## config.mk

```make
export PLATFORM = sky130hd
export DESIGN_NAME = attn_score_prep
export DESIGN_NICKNAME = d
export VERILOG_FILES = /design/src/rtl/attn_score_prep.sv
export SDC_FILE = /design/constraint.sdc
export NUM_CORES = 1
export LEC_CHECK = 0
export ABC_AREA = 1
export BUFFER_PORTS_ARGS = -buffer_cell sky130_fd_sc_hd__buf_2
export CAP_MARGIN = 10
export CORE_UTILIZATION = 41
export CTS_BUF_LIST = sky130_fd_sc_hd__clkbuf_4
export CTS_CLUSTER_SIZE = 40
export DETAILED_ROUTE_END_ITERATION = 10
export GPL_ROUTABILITY_DRIVEN = 0
export PLACE_DENSITY = 0.75
export SLEW_MARGIN = 40
export SYNTH_ARGS = -nofsm -noshare
export SYNTH_HDL_FRONTEND = slang
export SYNTH_SLANG_ARGS = --single-unit
```

## constraint.sdc

```tcl
create_clock -name clk_i -period 4.1 [get_ports clk_i]
set_clock_uncertainty 0.05 [all_clocks]
set_input_delay 1.025 -clock clk_i [delete_from_list [all_inputs] [get_ports clk_i]]
set_output_delay 1.025 -clock clk_i [all_outputs]
set_load 0.02 [all_outputs]
```

## src/rtl/attn_score_prep.sv

```systemverilog
// attn_score_prep: scales, rounds and saturates one row of Q.K accumulators
// to Q8.7, applies the optional causal mask and streams the row to softmax.
//
// Ports:
//   clk_i, rst_i          clock, synchronous active-high reset
//   start_i               begin a row (sampled only in IDLE)
//   qpos_i, causal_i      query position / mask enable, latched on start
//   in_valid_i/in_ready_o accumulator input handshake, in_data_i signed ACC_W
//   sm_start_o            one-cycle start pulse to softmax
//   out_valid_o/out_ready_i score output handshake, out_data_o signed Q8.7
//   done_o                one-cycle pulse after the last output handshake
module attn_score_prep #(
  parameter int N        = 256,
  parameter int ACC_W    = 32,
  parameter int ACC_FRAC = 14,
  parameter int FRAC_W   = 7,
  parameter int SHIFT    = 3,
  parameter int OUT_W    = 16
) (
  input  logic                    clk_i,
  input  logic                    rst_i,
  input  logic                    start_i,
  input  logic [$clog2(N)-1:0]    qpos_i,
  input  logic                    causal_i,
  input  logic                    in_valid_i,
  input  logic [ACC_W-1:0]        in_data_i,
  output logic                    in_ready_o,
  output logic                    sm_start_o,
  output logic                    out_valid_o,
  output logic [OUT_W-1:0]        out_data_o,
  input  logic                    out_ready_i,
  output logic                    done_o
);

  localparam int IDX_W = $clog2(N);
  localparam int SH    = ACC_FRAC - FRAC_W + SHIFT;
  localparam int EXT_W = ACC_W + 1;

  localparam logic [IDX_W-1:0] LAST_IDX = IDX_W'(N - 1);

  localparam logic signed [EXT_W-1:0] RND =
    EXT_W'(2 ** (SH - 1));
  localparam logic signed [EXT_W-1:0] SAT_MAX =
    EXT_W'(2 ** (OUT_W - 1) - 1);
  localparam logic signed [EXT_W-1:0] SAT_MIN =
    -SAT_MAX;

  // Most negative code is kept exclusively for masked positions.
  localparam logic [OUT_W-1:0] MASK_CODE =
    {1'b1, {(OUT_W-1){1'b0}}};

  typedef enum logic [1:0] {
    S_IDLE,
    S_START,
    S_RUN,
    S_DRAIN
  } state_t;

  state_t            state_q, state_d;
  logic [IDX_W-1:0]  idx_q, idx_d;
  logic [IDX_W-1:0]  qpos_q, qpos_d;
  logic              causal_q, causal_d;
  logic              out_valid_q, out_valid_d;
  logic [OUT_W-1:0]  out_data_q, out_data_d;
  logic              sm_start_q, sm_start_d;
  logic              done_q, done_d;

  logic                    in_ready;
  logic                    accept;
  logic                    out_hs;
  logic signed [EXT_W-1:0] ext;
  logic signed [EXT_W-1:0] rounded;
  logic signed [EXT_W-1:0] shifted;
  logic [OUT_W-1:0]        sat;
  logic                    masked;
  logic [OUT_W-1:0]        score;

  // Score datapath: one extra bit keeps the rounding add from wrapping.
  always_comb begin
    ext     = {in_data_i[ACC_W-1], in_data_i};
    rounded = ext + RND;
    shifted = rounded >>> SH;
    if (shifted > SAT_MAX) begin
      sat = SAT_MAX[OUT_W-1:0];
    end else if (shifted < SAT_MIN) begin
      sat = SAT_MIN[OUT_W-1:0];
    end else begin
      sat = shifted[OUT_W-1:0];
    end
    masked = causal_q && (idx_q > qpos_q);
    score  = masked ? MASK_CODE : sat;
  end

  // Control and output register next state.
  always_comb begin
    state_d     = state_q;
    idx_d       = idx_q;
    qpos_d      = qpos_q;
    causal_d    = causal_q;
    out_valid_d = out_valid_q;
    out_data_d  = out_data_q;
    sm_start_d  = 1'b0;
    done_d      = 1'b0;

    // The output register frees up in the same cycle it is drained.
    in_ready = (state_q == S_RUN)
            && (out_ready_i || !out_valid_q);
    accept   = in_ready && in_valid_i;
    out_hs   = out_valid_q && out_ready_i;

    if (out_hs) begin
      out_valid_d = 1'b0;
    end
    if (accept) begin
      out_valid_d = 1'b1;
      out_data_d  = score;
    end

    unique case (state_q)
      S_IDLE: begin
        if (start_i) begin
          state_d    = S_START;
          qpos_d     = qpos_i;
          causal_d   = causal_i;
          idx_d      = '0;
          sm_start_d = 1'b1;
        end
      end
      S_START: begin
        state_d = S_RUN;
      end
      S_RUN: begin
        if (accept) begin
          if (idx_q == LAST_IDX) begin
            state_d = S_DRAIN;
          end else begin
            idx_d = idx_q + 1'b1;
          end
        end
      end
      S_DRAIN: begin
        // Last element sits in the output register here.
        if (out_hs) begin
          state_d = S_IDLE;
          done_d  = 1'b1;
        end
      end
      default: begin
        state_d = S_IDLE;
      end
    endcase
  end

  always_ff @(posedge clk_i) begin
    if (rst_i) begin
      state_q     <= S_IDLE;
      idx_q       <= '0;
      qpos_q      <= '0;
      causal_q    <= 1'b0;
      out_valid_q <= 1'b0;
      out_data_q  <= '0;
      sm_start_q  <= 1'b0;
      done_q      <= 1'b0;
    end else begin
      state_q     <= state_d;
      idx_q       <= idx_d;
      qpos_q      <= qpos_d;
      causal_q    <= causal_d;
      out_valid_q <= out_valid_d;
      out_data_q  <= out_data_d;
      sm_start_q  <= sm_start_d;
      done_q      <= done_d;
    end
  end

  assign in_ready_o  = in_ready;
  assign sm_start_o  = sm_start_q;
  assign out_valid_o = out_valid_q;
  assign out_data_o  = out_data_q;
  assign done_o      = done_q;

endmodule

```

After elaboration in Yosys (flattened, before gate mapping)
Index checks and enable logic that the tools add are counted.
W data, S select, Z words.
{"block": "classes", "eq_ne": 9, "magnitude_cmp": 3, "n_bitwise": 2, "n_addsub": 2, "n_reduce_logical": 14, "n_mux": 16}
{"op": "$mux W16", "count": 3}
{"op": "$add A32 B11 Y33 const B", "count": 1}
{"op": "$mux W8", "count": 3}
{"op": "$gt A23 B16 Y1 const B", "count": 1}
{"op": "$lt A23 B16 Y1 const B", "count": 1}
{"op": "$pmux W8 S2", "count": 1}
{"op": "$add A8 B1 Y8 const B", "count": 1}
{"op": "$eq A8 B8 Y1 const B", "count": 1}
{"op": "$gt A8 B8 Y1", "count": 1}
{"op": "$mux W2", "count": 4}
{"op": "$ne A2 B2 Y1 const B", "count": 4}
{"op": "$pmux W2 S4", "count": 1}
{"op": "$reduce_and A4 Y1", "count": 2}
{"op": "$eq A2 B2 Y1 const B", "count": 2}
{"op": "$logic_and A1 B1 Y1", "count": 4}
{"op": "$mux W1", "count": 4}
{"op": "$reduce_bool A2 Y1", "count": 2}
{"op": "$reduce_or A2 Y1", "count": 2}
{"op": "$eq A2 B1 Y1 const B", "count": 1}
{"op": "$logic_not A2 Y1", "count": 1}
{"op": "$ne A2 B1 Y1 const B", "count": 1}
{"op": "$not A1 Y1", "count": 2}
{"op": "$reduce_and A2 Y1", "count": 1}
{"op": "$logic_not A1 Y1", "count": 1}
{"op": "$logic_or A1 B1 Y1", "count": 1}
{"block": "word_totals", "out_inout_bits": 20, "register_bits": 38}

Depth between registers and ports, before layout
{"block": "logic_depth", "depth_word": 6, "ltp_mapped": 17, "depth_no_buf": 16}

Worst setup path after synthesis
Ideal clock, no wire load.
{"block": "synth_timing", "path_kind": "input -> register", "start": "input in_data_i[9]", "end": "register out_data_q[11], in the netlist out_data_o[11]", "path_buffers": 1, "t_arrival_ps": 2433, "path_stages": 13, "required_ps": 3910, "slack_ps": 1477, "cell_sequence": "ha_1 nand2_1 nor2_2 nand2_1 nor2_4 nand3_1 nand2_1 nand4_1 o21ai_2 buf_6 nand2_1 nand2_1 a21oi_2"}
{"block": "synth_between", "elab_chain_cells": 5, "elab_cells_between_ends": 6}
{"item": "from (decl)", "line": "26", "rtl": "input logic [ACC_W-1:0] in_data_i,"}
{"item": "$add A32 B11 Y33 *", "line": "81", "rtl": "rounded = ext + RND;"}
{"item": "$lt A23 B16 Y1", "line": "85", "rtl": "end else if (shifted < SAT_MIN) begin"}
{"item": "$mux W16", "line": "85"}
{"item": "$mux W16 *", "line": "83", "rtl": "if (shifted > SAT_MAX) begin"}
{"item": "$mux W16 *", "line": "91", "rtl": "score = masked ? MASK_CODE : sat;"}
{"item": "to (signal assigned)", "line": "170", "rtl": "out_data_q <= out_data_d;"}
{"item": "to (decl)", "line": "64", "rtl": "logic [OUT_W-1:0] out_data_q, out_data_d;"}
Every way passes the cells marked *; elsewhere a longest branch is shown, timed or not.
A chain may end at the register's enable or synchronous reset.

Final worst setup path
{"block": "layout_timing", "start": "input in_data_i[9]", "end": "register out_data_q[0], in the netlist out_data_o[0]"}
Same word-level chain as after synthesis.

==> impl_results.md <==
* Outcome: finished, final reports clean
* Total power at ~1200 uW
* Critical Path Fanout Max at 15
* Worst R2R End: idx_q[7]
* Critical Path Start Type: input port
* Reg2Reg Setup Slack at 1.70 ns
* Largest net degree at the start of global routing at 21
* Worst path arrival time at 2.93 ns
* LEAKAGE at between 0.001 and 0.0015 uW
* Die H at 82.6 um
* Largest family of logic cells by synthesized area: simple AND/OR/NAND/NOR gates
* Initial antenna violation count at 0
* Peak VDD IR at 0.000324 V
* R2r worst-path depth at 12
* Synth Area in XOR/XNOR at 2.96%
* Nets at ~530
* CP max stage delay at around 0.44 ns
* Number of max-slew violations in the final report at 0
* First DRT Iteration DRCs at 121
* RR Startpoint: state_q[0]
* Yosys cell types at 34
* Worst path cell trace: buf_2 > ha_1 > nand2_1 > nor2_2 > nand2_2 > nor2_2 > nand2_1 > nand2_1 > nand2_1 > nor2_1 > nand3_1 > o21ai_2 > nand3b_1 > nand2_1 > a21oi_1
* CTS Buf Count at 5
* CTS Sinks at 38
* Hold EP: qpos_q[1]
* DP HPWL at 4840 um
* Vias in the first global route at 2318
* Drt first pass iters at 4
* Final Hold Fails at 0
* Max Cap Viol at 0
* Layout cells sized above 1 at roughly 21%
* Final setup viols at 0
* Die extent in x at roughly 83 um
* Sequential area share after synthesis at 28.5%
* RSZ-0062 raised after global routing: false
* Tcrit/Tclk final at 67.0%
* H-tree depth at 2
* PostCTS Resize Cnt at 0
* Layout-stage area growth over the synthesis result at 15.0%
* Setup TNS at 0 ns
* Peak Freq at 364 MHz
* Setup bufs post-CTS at 0
* Synth warnings at 0
* Worst hold stages at 2
* Vias at 2680
* Synth Cell Area at 0.00267 mm2
* Worst Path Required at 4.28 ns
* I/O pin count at 66
* Diodes inserted at 0
* Kind of critical path: input port to flip-flop
* Routed len/inst at about 11 um
* First-pass GRT wire length at 9870 um
* Complex-gate fraction of the synthesized area at 14.0%
* Slowest-stage cell, CP: o21ai_2
* Worst-Skew Late Latency at 0.36 ns
* Initial Util at 42.2%
* Fill cells at roughly 640
* CTS tree: done
* Mean Syn Cell Area at 6.41 um2
* Post-synthesis cell count at between 400 and 500
* Final min period at 2.75 ns
* Crit. End Element: flip-flop
* Max clock buf depth at 2
* Die area at 0.00683 mm2
* Slew HR at approximately 51%
* Post-route ant nets at 0
* CP startpoint: in_data_i[9]
* Post-Synth Simple-Gate Area at 39.3%
* Mux cell area share after synthesis at 0%
* All-layer global routing usage at a little under a fifth
* Reg clk slew, reported paths at between 0.1 and 0.15 ns
* I/O Buffers at 56
* Hold Path Origin: qpos_q[1]
* Crit-path most repeated cell: nand2_1
* P per Cell Area at 392 mW/mm2
* #FFs+latches synth at 38
* Adder-cell share of the synthesized area at 6.57%
* Vias per inst at just under 5
* Grt total ovfl at 0
* Worst hold path class: flip-flop to flip-flop
* Synthesized Nets at 476
* Core region area at 0.00631 mm2
* Row Count at 29
* Worst-margin pin slew at around 0.73 ns
* Clock Root Buffer: clkbuf_4
* # DRC at 0
* Hold_buf cts at 0
* WL final at 5950 um
[registers in the layout, summed over array words and instances, names as in the netlist]
signal	flops
causal_q	1
done_o	1
idx_q	8
out_data_o	16
out_valid_o	1
qpos_q	8
sm_start_o	1
state_q	2
[stage by stage]
stage	setup WS, ns	cell area [um2]	hold slack, ns	utilization, %	instances
2_1_floorplan	1.48	2670	0.383	-	416
3_3_place_gp	1.06	2990	0.398	47.4	541
3_5_place_dp	0.962	2990	0.404	47.4	541
4_1_cts	1.36	3060	0.422	48.5	548
5_1_grt	1.10	3060	0.444	48.5	548
6_report	1.35	3060	0.421	48.5	548
[worst max-delay path by stage]
stage	to	slack (ns)	cells past startpoint
6_report	out_data_o[0]	1.35	15
2_1_floorplan	out_data_o[11]	1.48	13
3_5_place_dp	out_data_o[3]	0.96	15
4_1_cts	out_data_o[7]	1.36	15
3_3_place_gp	out_data_o[7]	1.06	15
5_1_grt	out_data_o[0]	1.10	15
[routing by layer]
metal  wire, um  global-route usage, %  up-vias
met5          0                      0        -
met4         80                   6.03        0
met3        350                   3.19        9
met2       2760                   31.7       68
met1       2750                   23.9     1172
li1           -                      -     1431
[worst max-delay path, delay by kind of cell]
kind                       cells  cell delay [ns]
buffers and inverters          1             0.09
and+or+nand+nor               11             1.12
AOI/OAI and AO/OA              2             0.50
adders and majority gates      1             0.20
[where the power goes]
group	switching, uW	internal [uW]
logic	324	166
registers	30.9	434
clock network	123	123
total	479	723
[cell usage after synthesis]
master	count	area, um2
nand2_1	136	510
inv_1	47	176
nor2_1	44	165
dfxtp_1	38	761
a21oi_1	25	125
nand3_1	22	110
o21ai_0	15	75.1
ha_1	14	175
a21oi_2	9	78.8
nor2_2	9	56.3
nand2_2	6	37.5
xor2_1	6	52.6
clkbuf_1	5	18.8
nand4_1	4	25.0
nor3_1	4	20.0
nand3b_1	3	22.5
nor2_4	3	33.8
o21bai_1	3	22.5
xnor2_1	3	26.3
a211oi_1	2	15.0
and2_1	2	12.5
buf_6	2	22.5
nor3b_1	2	15.0
o21bai_2	2	22.5
a31o_2	1	8.76
and3_1	1	6.26
buf_4	1	7.51
inv_2	1	3.75
nand2_4	1	11.3
nand3_2	1	10.0
nor3b_2	1	12.5
o211ai_1	1	7.51
o21ai_2	1	8.76
o221ai_1	1	8.76
[cells in the final DEF (no fill, tap or decap), drive strengths merged, types with 2 or more instances in the layout]
master,n
ha,14
clkbuf,5
o21ai,16
nor3b,3
o21bai,5
nand3b,3
nor2,56
a211oi,2
nand3,23
and2,2
xnor2,3
xor2,6
nand4,4
buf,56
nand2,143
dfxtp,38
nor3,4
inv,48
a21oi,34
[final cells by class]
class / count / area, um2 / area share (%)
flip-flops and latches: 38 / 761 / 24.8
clock inverters: 2 / 33.8 / 1.10
clock buffers: 5 / 37.5 / 1.22
repair buffers: 56 / 280 / 9.15
multi-input cells: 322 / 1680 / 54.7
well taps: 77 / 96.3 / 3.14
inverters: 48 / 180 / 5.88
[cell families after synthesis]
kind of cell	Yosys count
XOR/XNOR	9
buffers and inverters	56
adder cells (fa/ha/maj)	14
AND/OR/NAND/NOR	239
AO/OA/AOI/OAI	60
flip-flops	38
No activity file was read; power rests on OpenSTA's default activity.
